==> config.mk <==
export PLATFORM = sky130hd
export DESIGN_NAME = slot_dispatch_flat
export DESIGN_NICKNAME = d
export VERILOG_FILES = /design/src/rtl/slot_dispatch_if.sv /design/src/rtl/slot_dispatch.sv /design/src/flat_wrapper.sv
export SDC_FILE = /design/constraint.sdc
export NUM_CORES = 1
export LEC_CHECK = 0
export BUFFER_PORTS_ARGS = -buffer_cell sky130_fd_sc_hd__buf_4
export CORE_MARGIN = 2
export CORE_UTILIZATION = 48
export DETAILED_ROUTE_END_ITERATION = 7
export HOLD_SLACK_MARGIN = 0.08
export PLACE_DENSITY = 0.84
export SYNTH_ARGS = -nofsm -noshare
export SYNTH_HDL_FRONTEND = slang
export SYNTH_SLANG_ARGS = --single-unit
==> constraint.sdc <==
create_clock -name clk -period 4.2 [get_ports clk]
set_clock_uncertainty 0.15 [all_clocks]
set_input_delay 0.84 -clock clk [delete_from_list [all_inputs] [get_ports clk]]
set_output_delay 0.84 -clock clk [all_outputs]
set_load 0.03 [all_outputs]
==> src/rtl/slot_dispatch_if.sv <==
// Bundle of the slot dispatcher's request side and its single-entry output side.
// The master drives slot index, requests, payload and downstream ready; the slave answers.
interface slot_dispatch_if;
  logic [2:0]  count;
  logic [7:0]  req;
  logic [63:0] data_in;
  logic        out_ready;
  logic [7:0]  grant;
  logic [7:0]  out_data;
  logic [2:0]  out_slot;
  logic        out_valid;
  logic [7:0]  miss_cnt;

  modport master (
    output count, req, data_in, out_ready,
    input  grant, out_data, out_slot, out_valid, miss_cnt
  );

  modport slave (
    input  count, req, data_in, out_ready,
    output grant, out_data, out_slot, out_valid, miss_cnt
  );
endinterface

==> src/rtl/slot_dispatch.sv <==
// Services at most one request per slot visit into a one-entry output buffer,
// pulsing a one-hot grant and counting visits that end with a request left unserved.
module slot_dispatch (
  input logic         clk,
  input logic         rst,
  slot_dispatch_if.slave sd
);

  logic [2:0] count_q,     count_d;
  logic       first_q,     first_d;
  logic       served_q,    served_d;
  logic [7:0] out_data_q,  out_data_d;
  logic [2:0] out_slot_q,  out_slot_d;
  logic       out_valid_q, out_valid_d;
  logic [7:0] grant_q,     grant_d;
  logic [7:0] miss_cnt_q,  miss_cnt_d;

  logic [7:0][7:0] lanes;
  logic            slot_change;
  logic            new_visit;
  logic            can_load;
  logic            service;
  logic            transfer;

  assign lanes       = sd.data_in;
  assign slot_change = (sd.count != count_q);
  assign new_visit   = first_q | slot_change;
  assign can_load    = ~out_valid_q | sd.out_ready;
  assign service     = sd.req[sd.count] & can_load & (new_visit | ~served_q);
  assign transfer    = out_valid_q & sd.out_ready;

  always_comb begin
    // NOTE: every _d gets a default first so no path leaves it unassigned (no latch).
    count_d     = sd.count;
    first_d     = 1'b0;
    served_d    = new_visit ? 1'b0 : served_q;
    out_data_d  = out_data_q;
    out_slot_d  = out_slot_q;
    out_valid_d = out_valid_q;
    grant_d     = 8'h00;
    miss_cnt_d  = miss_cnt_q;

    if (transfer) out_valid_d = 1'b0;

    // A load overrides the drain, so a simultaneous transfer leaves no bubble.
    if (service) begin
      served_d    = 1'b1;
      out_data_d  = lanes[sd.count];
      out_slot_d  = sd.count;
      out_valid_d = 1'b1;
      grant_d     = 8'h01 << sd.count;
    end

    if (slot_change && sd.req[count_q] && !served_q && miss_cnt_q != 8'hFF)
      miss_cnt_d = miss_cnt_q + 8'd1;
  end

  always_ff @(posedge clk or posedge rst) begin
    if (rst) begin
      count_q     <= 3'd0;
      first_q     <= 1'b1;
      served_q    <= 1'b0;
      out_data_q  <= 8'h00;
      out_slot_q  <= 3'd0;
      out_valid_q <= 1'b0;
      grant_q     <= 8'h00;
      miss_cnt_q  <= 8'h00;
    end else begin
      // NOTE: non-blocking so every register samples pre-edge values together.
      count_q     <= count_d;
      first_q     <= first_d;
      served_q    <= served_d;
      out_data_q  <= out_data_d;
      out_slot_q  <= out_slot_d;
      out_valid_q <= out_valid_d;
      grant_q     <= grant_d;
      miss_cnt_q  <= miss_cnt_d;
    end
  end

  assign sd.grant     = grant_q;
  assign sd.out_data  = out_data_q;
  assign sd.out_slot  = out_slot_q;
  assign sd.out_valid = out_valid_q;
  assign sd.miss_cnt  = miss_cnt_q;

endmodule

==> src/flat_wrapper.sv <==
// flat-port wrapper written by rule: the top's interface ports become plain ports
module slot_dispatch_flat 
  (clk, rst, sd_count, sd_req, sd_data_in, sd_out_ready, sd_grant, sd_out_data, sd_out_slot, sd_out_valid, sd_miss_cnt);
  slot_dispatch_if sd_i ();
  input logic clk;
  input logic rst;
  input wire logic [$bits(sd_i.count)-1:0] sd_count;
  input wire logic [$bits(sd_i.req)-1:0] sd_req;
  input wire logic [$bits(sd_i.data_in)-1:0] sd_data_in;
  input wire logic [$bits(sd_i.out_ready)-1:0] sd_out_ready;
  output wire logic [$bits(sd_i.grant)-1:0] sd_grant;
  output wire logic [$bits(sd_i.out_data)-1:0] sd_out_data;
  output wire logic [$bits(sd_i.out_slot)-1:0] sd_out_slot;
  output wire logic [$bits(sd_i.out_valid)-1:0] sd_out_valid;
  output wire logic [$bits(sd_i.miss_cnt)-1:0] sd_miss_cnt;
  assign sd_i.count = sd_count;
  assign sd_i.req = sd_req;
  assign sd_i.data_in = sd_data_in;
  assign sd_i.out_ready = sd_out_ready;
  assign sd_grant = sd_i.grant;
  assign sd_out_data = sd_i.out_data;
  assign sd_out_slot = sd_i.out_slot;
  assign sd_out_valid = sd_i.out_valid;
  assign sd_miss_cnt = sd_i.miss_cnt;
  slot_dispatch u_core (.clk(clk), .rst(rst), .sd(sd_i));
endmodule
==> results.txt, run 1 <==
----------------------------------------------------
[Clock network]
  Clock Sink Count ... 33
  CTS Root Cell ... sky130_fd_sc_hd__clkbuf_8
  Hold bufs inserted after CTS ... 0
  Clock-pin slew on the worst setup and hold paths ... roughly 0.070 ns
  Clk_lat worst skew ... 0.29 ns
  Count of cells resized by post-cts repair ... 0
  H-tree depth ... 2
  CTS tree ... done
  Number of buffers inserted to repair setup after CTS ... 0
  Deepest clock path buffer count ... 2
  CTS Buf Count ... 5

[Synth]
  Netlist area before placement ... about 2000 µm²
  EDFF count, synth ... 0
  Most instantiated flip-flop cell in the synthesis netlist ... sky130_fd_sc_hd__dfrtp_1
  Most area-consuming cells after synthesis ... sky130_fd_sc_hd__dfrtp_1 40%, sky130_fd_sc_hd__mux4_2 18%, sky130_fd_sc_hd__mux2_4 8.3%
  Post-Synthesis Cells ... around 150
  Top cell type by total area after synthesis ... sky130_fd_sc_hd__dfrtp_1
  Total number of yosys warnings ... 0
  Number of register bits inferred by synthesis ... 33
  Register area share after synthesis ... 0.417
  Portion of synthesized cell area occupied by the leading cell type ... 0.404
  Number of distinct library cells after synthesis ... 35
  Asr flop ratio synth ... 1.00
  Most frequent cell after synthesis ... sky130_fd_sc_hd__dfrtp_1
  Number of nets produced by synthesis ... 227
  Most instantiated cells after synthesis ... 32 x sky130_fd_sc_hd__dfrtp_1, 16 x sky130_fd_sc_hd__mux4_2, 11 x sky130_fd_sc_hd__mux2_4
  Synthesized area per cell ... 13.4 µm²

[Finish]
  Core Util, Final ... 0.713
  Area growth, synth to finish ... 43.8%
  Share of layout cells above drive strength 1 ... 0.599
  Number of filler instances in the final layout ... roughly 300
  Post-route non-filler standard cell count ... ~300
  Diode insertion count for antenna repair ... 0
  Final nets ... 330

[Job]
  Number of maximum-capacitance constraint violations ... 0

[Detailed routing]
  Number of remaining DRC errors ... 0
  Starting DRC count in detailed routing ... 56
  Routed len/inst ... 15.6 µm
  DRT antenna net count ... 0
  Drt first pass iters ... 4
  Routed vias/inst ... approximately 5.3
  Routed wire length ... between 4000 and 5000 µm
  DR vias ... around 1,600

[Setup path]
  Worst EP required ... 4.22 ns
  Category of the most critical setup path ... in -> reg
  Count of buffer and inverter cells on the critical path ... 1
  Critical path startpoint category ... input pin
  Type of element capturing the critical path ... flop
  Logic depth of the worst register-to-register path ... 5
  Dominant delay contributor by cell family on the critical path ... simple AND/OR/NAND/NOR gates
  Crit-path cells ... buf_4, nand2b_1, o22ai_1, or4b_1, nand2b_4, mux2_4
  Startpoint of the lowest-slack register-to-register path ... u_core.count_q[1]
  CP Data Arrival Time ... approximately 2.6 ns
  Master of the slowest instance on the critical path ... sky130_fd_sc_hd__or4b_1
  Slowest stage delay, CP ... just under 0.5 ns
  Critical path depth in cells ... 6
  End of the worst register-to-register path ... u_core.sd.out_data[5]
  Setup slack of the most critical reg-to-reg path ... 2.04 ns
  CP Max Fanout ... 25

[Power and ir drop]
  Overall power ... 1.22 mW
  IR drop worst, VDD ... ~0.00019 V
  P_sw ... roughly 0.45 mW
  Share of total power in sequential cells ... 0.380
  Comb power frac ... 0.433
  Power Internal ... 0.764 mW
  Power Density ... between 400 and 500 nW/µm²
  Clk network pwr share ... 0.187
  Switching share of total power ... 0.372
  Leakage dissipation ... between 1 and 1.5 nW

[Die]
  Number of placement rows ... 23
  Die boundary width ... between 60 and 70 µm
  Effective utilization at floorplan ... 0.496
  Io pins ... between 100 and 150
  Die Outline Area ... 4660 µm²
  Die Y ... 68.3 µm
  Core area ... between 4000 and 5000 µm²

[Timing]
  Count of endpoints failing setup in the final report ... 0
  Relative slew slack ... 0.455
  RSZ-0062 raised after global routing ... no
  Portion of the clock cycle consumed by the worst path in the final layout ... 0.625
  Worst Tran Pin Value ... between 0.8 and 0.9 ns
  Max-slew violation total from the final report ... 0
  Highest Clock Rate ... roughly 0.38 GHz
  Shortest period the worst path allows ... around 2.6 ns
  Setup tns final ... 0 ns
  Hold Vio Cnt, Final ... 0
  Post-Route Hold Slack ... around 0.34 ns

[Hold path]
  Endpoint with the worst hold slack ... u_core.sd.miss_cnt[4]
  Cell depth of the worst min-delay path ... 1
  Min-delay src ... u_core.sd.miss_cnt[4]
  Type of the tightest min-delay check ... reg -> reg

[Status]
  Status ... finished clean

[GRT]
  GRT Resource Usage Total ... 0.210
  Pin count of the biggest net entering global routing ... 31
  Number of antenna violations at the first check in global routing ... 0
  Global-route wire length before repair ... a little over 7000 µm
  Via count of the first global-routing pass ... between 1,500 and 2,000
  GR Overflow Total ... 0

[Placement]
  Cell Count Post-Placement ... just under 300
  Placer congestion estimate ... just under 0.9
  IO Port Bufs ... between 100 and 150
  Total half-perimeter wirelength after legalization and detailed placement ... 3750 µm

----------------------------------------------------
-- stage by stage --
step	setup WS [ns]	cell area [µm²]
3_5_place_dp	1.27	2770
4_1_cts	1.58	2850
2_1_floorplan	1.62	1980
6_report	1.57	2850
5_1_grt	1.43	2850
3_3_place_gp	1.34	2770
-- cells by family after synthesis --
family / synth area share
muxes: 0.360
and+or+nand+nor: 0.120
DFF: 0.417
buffers and inverters: 0.0416
xor gates and xnor gates: 0.0353
AOI/OAI and AO/OA: 0.0183
adders and majority gates: 0.00631
other: 0.00189
-- layer usage --
layer	GRT usage	share of wire	wire length, µm	up-vias
met1	0.253	0.39	1860	753
met3	0.0658	0.079	372	13
met4	0.105	0.029	138	0
met5	0	0	0	-
li1	-	-	-	759
met2	0.340	0.50	2350	82
-- cell usage in the layout (no fill, tap or decap), drive strengths merged, types with 3 or more instances in the layout --
cell    netlist  layout
xnor2         3       3
nand3         6       6
nor2          4       4
nand2b        5       5
mux2i         3       3
nor3         10      10
inv           3       3
mux2         25      25
clkbuf        3       6
nand2         6       6
xor2          5       5
dfrtp        32      32
buf           7     106
mux4         16      16
-- how the worst max path moves through the flow --
stage                     slack, ns               endpoint         from
after CTS                      1.58  u_core.sd.out_data[0]  sd_count[0]
after detailed placement       1.27  u_core.sd.out_data[0]  sd_count[0]
after floorplan                1.62  u_core.sd.out_data[0]  sd_count[0]
final                          1.57  u_core.sd.out_data[5]  sd_count[0]
after global placement         1.34  u_core.sd.out_data[0]  sd_count[0]
after global routing           1.43  u_core.sd.out_data[6]  sd_count[0]
-- power by group through the flow --
stage | sequential, mW | clock [mW] | combinational (mW)
final | 0.462 | 0.227 | 0.526
after global routing | 0.471 | 0.245 | 0.562
after CTS | 0.462 | 0.232 | 0.531
after detailed placement | 0.466 | 0 | 0.530
after global placement | 0.465 | 0 | 0.519
after floorplan | 0.594 | 0 | 0.196
-- worst reg2reg max path, delay by kind of cell (launching register included) --
family                    cells  cell delay, ns
xor gates and xnor gates      1            0.19
DFF                           1            0.47
muxes                         1            0.36
and+or+nand+nor               3            0.88
-- state kept, by name (all words and copies together) (netlist names) --
name and cells:
u_core.sd.grant 8, u_core.sd.miss_cnt 8, u_core.sd.out_data 8, u_core.count_q 3
u_core.sd.out_slot 3, u_core.first_q 1, u_core.sd.out_valid 1, u_core.served_q 1
-- layout make-up --
cell class / instances / area, µm² / share of cell area
Clock inverter: 2 / 10.0 / 0.00351
Timing Repair Buffer: 106 / 796 / 0.279
Sequential cell: 33 / 827 / 0.290
Clock buffer: 6 / 72.6 / 0.0254
Tap cell: 50 / 62.6 / 0.0219
Multi-Input combinational cell: 102 / 1070 / 0.376
Inverter: 3 / 11.3 / 0.00395
No activity file was read; power rests on OpenSTA's default activity.
==> run 2: changes to the inputs <==
--- a/config.mk
+++ b/config.mk
@@ -7,10 +7,10 @@
 export LEC_CHECK = 0
 export BUFFER_PORTS_ARGS = -buffer_cell sky130_fd_sc_hd__buf_4
 export CORE_MARGIN = 2
-export CORE_UTILIZATION = 48
+export CORE_UTILIZATION = 45
 export DETAILED_ROUTE_END_ITERATION = 7
 export HOLD_SLACK_MARGIN = 0.08
-export PLACE_DENSITY = 0.84
+export PLACE_DENSITY = 0.79
 export SYNTH_ARGS = -nofsm -noshare
 export SYNTH_HDL_FRONTEND = slang
 export SYNTH_SLANG_ARGS = --single-unit
==> constraint.sdc (replaced) <==
create_clock -name clk -period 2.5 [get_ports clk]
set_clock_uncertainty 0.15 [all_clocks]
set_input_delay 0.5 -clock clk [delete_from_list [all_inputs] [get_ports clk]]
set_output_delay 0.5 -clock clk [all_outputs]
set_load 0.03 [all_outputs]
==> results.txt, run 2 (synthesis results as in run 1) <==
----------------------------------------------------
[GRT]
  GRT Resource Usage Total ... 0.208 (was 0.210)
  Pin count of the biggest net entering global routing ... 34 (was 31)
  Via count of the first global-routing pass ... 1,696 (was 1,551)
  GR Overflow Total ... 0 (unchanged)
  Number of antenna violations at the first check in global routing ... 0 (unchanged)
  Global-route wire length before repair ... 7940 µm (was 7060 µm)

[Clock network]
  Deepest clock path buffer count ... 2 (unchanged)
  CTS tree ... done (unchanged)
  Clk_lat worst skew ... 0.29 ns (about the same)
  H-tree depth ... 2 (unchanged)
  CTS Root Cell ... sky130_fd_sc_hd__clkbuf_8 (unchanged)
  Number of buffers inserted to repair setup after CTS ... 0 (unchanged)
  Clock-pin slew on the worst setup and hold paths ... 0.07 ns (about the same)
  CTS Buf Count ... 5 (unchanged)
  Clock Sink Count ... 33 (unchanged)
  Hold bufs inserted after CTS ... 0 (unchanged)
  Count of cells resized by post-cts repair ... 0 (unchanged)

[Detailed routing]
  Routed len/inst ... 15.3 µm (was 15.6 µm)
  Number of remaining DRC errors ... 0 (unchanged)
  Routed vias/inst ... 5.35 (was 5.32)
  DRT antenna net count ... 0 (unchanged)
  Starting DRC count in detailed routing ... 64 (was 56)
  Routed wire length ... 4740 µm (was 4720 µm)
  DR vias ... 1,653 (was 1,607)
  Drt first pass iters ... 4 (unchanged)

[Finish]
  Post-route non-filler standard cell count ... 309 (was 302)
  Area growth, synth to finish ... 46.1% (was 43.8%)
  Diode insertion count for antenna repair ... 0 (unchanged)
  Final nets ... 335 (was 330)
  Share of layout cells above drive strength 1 ... 0.611 (was 0.599)
  Most frequent standard cell in the layout excluding fill and tap cells ... sky130_fd_sc_hd__buf_4 (unchanged)
  Commonest cells after routing, fill and taps aside ... 111 x sky130_fd_sc_hd__buf_4, 32 x sky130_fd_sc_hd__dfrtp_1, 16 x sky130_fd_sc_hd__mux4_2, 11 x sky130_fd_sc_hd__mux2_4, 10 x sky130_fd_sc_hd__nor3_1 (was 106 x sky130_fd_sc_hd__buf_4, 32 x sky130_fd_sc_hd__dfrtp_1, 16 x sky130_fd_sc_hd__mux4_2, 11 x sky130_fd_sc_hd__mux2_4, 10 x sky130_fd_sc_hd__nor3_1)
  Core Util, Final ... 0.675 (was 0.713)
  Final instance area ... 2900 µm² (was 2850 µm²)

[Timing]
  Max-slew violation total from the final report ... 0 (unchanged)
  Shortest period the worst path allows ... roughly 2.1 ns
  Highest Clock Rate ... 0.473 GHz
  Setup ws final ... 0.386 ns (was 1.57 ns)
  Hold Vio Cnt, Final ... 0 (unchanged)
  RSZ-0062 raised after global routing ... no (unchanged)
  Setup tns final ... 0 ns (unchanged)
  Count of endpoints failing setup in the final report ... 0 (unchanged)
  Portion of the clock cycle consumed by the worst path in the final layout ... 0.846

[Die]
  Number of placement rows ... 24 (was 23)
  Die Y ... 70.4 µm (was 68.3 µm)
  Die boundary width ... 70.4 µm (was 68.3 µm)
  Core area ... 4290 µm² (was 4000 µm²)
  Die Outline Area ... 4950 µm² (was 4660 µm²)
  Io pins ... 106 (unchanged)
  Effective utilization at floorplan ... 0.462 (was 0.496)

[Power and ir drop]
  IR drop worst, VDD ... 0.000358 V (was 0.000189 V)
  Clk network pwr share ... 0.190 (was 0.187)
  Switching share of total power ... 0.373 (was 0.372)
  Power Internal ... 1.29 mW (was 0.764 mW)
  Leakage dissipation ... 1.41 nW (was 1.38 nW)
  Comb power frac ... 0.432 (was 0.433)
  Share of total power in sequential cells ... 0.378 (was 0.380)
  Power Density ... 709 nW/µm² (was 426 nW/µm²)
  P_sw ... 0.766 mW (was 0.451 mW)

[Placement]
  Total half-perimeter wirelength after legalization and detailed placement ... 3930 µm (was 3750 µm)
  Post-place instance area ... 2810 µm² (was 2770 µm²)
  Placement Setup Slack ... 0.145 ns (was 1.27 ns)
  IO Port Bufs ... 105 (unchanged)
  Placer congestion estimate ... 0.866 (was 0.891)
  Cell Count Post-Placement ... 301 (was 294)

[Setup path]
  Setup slack of the most critical reg-to-reg path ... 0.39 ns (was 2.04 ns)
  Worst EP required ... 2.53 ns (was 4.22 ns)
  Type of element capturing the critical path ... flop (unchanged)
  CP Max Fanout ... 20 (was 25)
  Category of the most critical setup path ... reg -> reg (was in -> reg)
  CP Data Arrival Time ... 2.14 ns (was 2.64 ns)
  Critical path startpoint category ... flop (was input pin)

[Job]
  Number of maximum-capacitance constraint violations ... 0 (unchanged)

[Status]
  Status ... finished clean (unchanged)

[Hold path]
  Type of the tightest min-delay check ... in -> async (was reg -> reg)

----------------------------------------------------
-- run 2: changes by cell type in the layout (fill, tap and decap cells not counted), sizes merged --
| cell | before | now |
|---|---|---|
| buf | 106 | 111 |
| clkinvlp | 0 | 1 |
| clkbuf | 6 | 5 |
-- run 2: final timing paths --
check,startpoint,to,cells after the start
hold / removal,rst,u_core.sd.out_data[2],3
min in group clk,sd_count[2],u_core.sd.grant[2],2
setup / recovery,u_core.count_q[1],u_core.sd.out_data[4],5
max in group asynchronous,rst,u_core.first_q,3
setup reg to reg,u_core.count_q[1],u_core.sd.out_data[4],5
hold reg to reg,u_core.sd.miss_cnt[4],u_core.sd.miss_cnt[4],1
-- run 2: layout make-up --
| cell class | instances | area (µm²) |
|---|---|---|
| clock buffers | 5 | 68.8 |
| clock inverters | 3 | 17.5 |
| fillers | 343 | 1400 |
| inverters | 3 | 11.3 |
| multi-input cells | 102 | 1070 |
| flip-flops and latches | 33 | 827 |
| well taps | 52 | 65.1 |
| repair buffers | 111 | 833 |
-- run 2: power groups by stage --
stage	combinational, mW	sequential [mW]	clock (mW)
floorplan	0.329	0.999	0
finish	0.886	0.777	0.390
global route	0.948	0.800	0.428
global placement	0.879	0.783	0
detailed placement	0.896	0.785	0
CTS	0.898	0.779	0.403
-- run 2: through the flow --
stage / total power [mW] / hold WS, ns
after global placement: 1.66 / 0.331
final: 2.05 / 0.146
after detailed placement: 1.68 / 0.350
after global routing: 2.18 / 0.203
after CTS: 2.08 / 0.149
after floorplan: 1.33 / 0.381
-- run 2: routing by layer --
metal | global-route usage | up-vias | wire length, µm
li1 | - | 768 | -
met1 | 0.245 | 782 | 1710
met2 | 0.346 | 93 | 2460
met3 | 0.0736 | 10 | 476
met4 | 0.0855 | 0 | 86
met5 | 0 | - | 0
-- run 2: critical path: stages (launching register included) --
cell and delay [ns]:
sky130_fd_sc_hd__dfrtp_1 0.46, sky130_fd_sc_hd__xnor2_1 0.18, sky130_fd_sc_hd__nand4_1 0.10, sky130_fd_sc_hd__or4b_1 0.46
sky130_fd_sc_hd__nand2b_4 0.30, sky130_fd_sc_hd__mux2_4 0.35
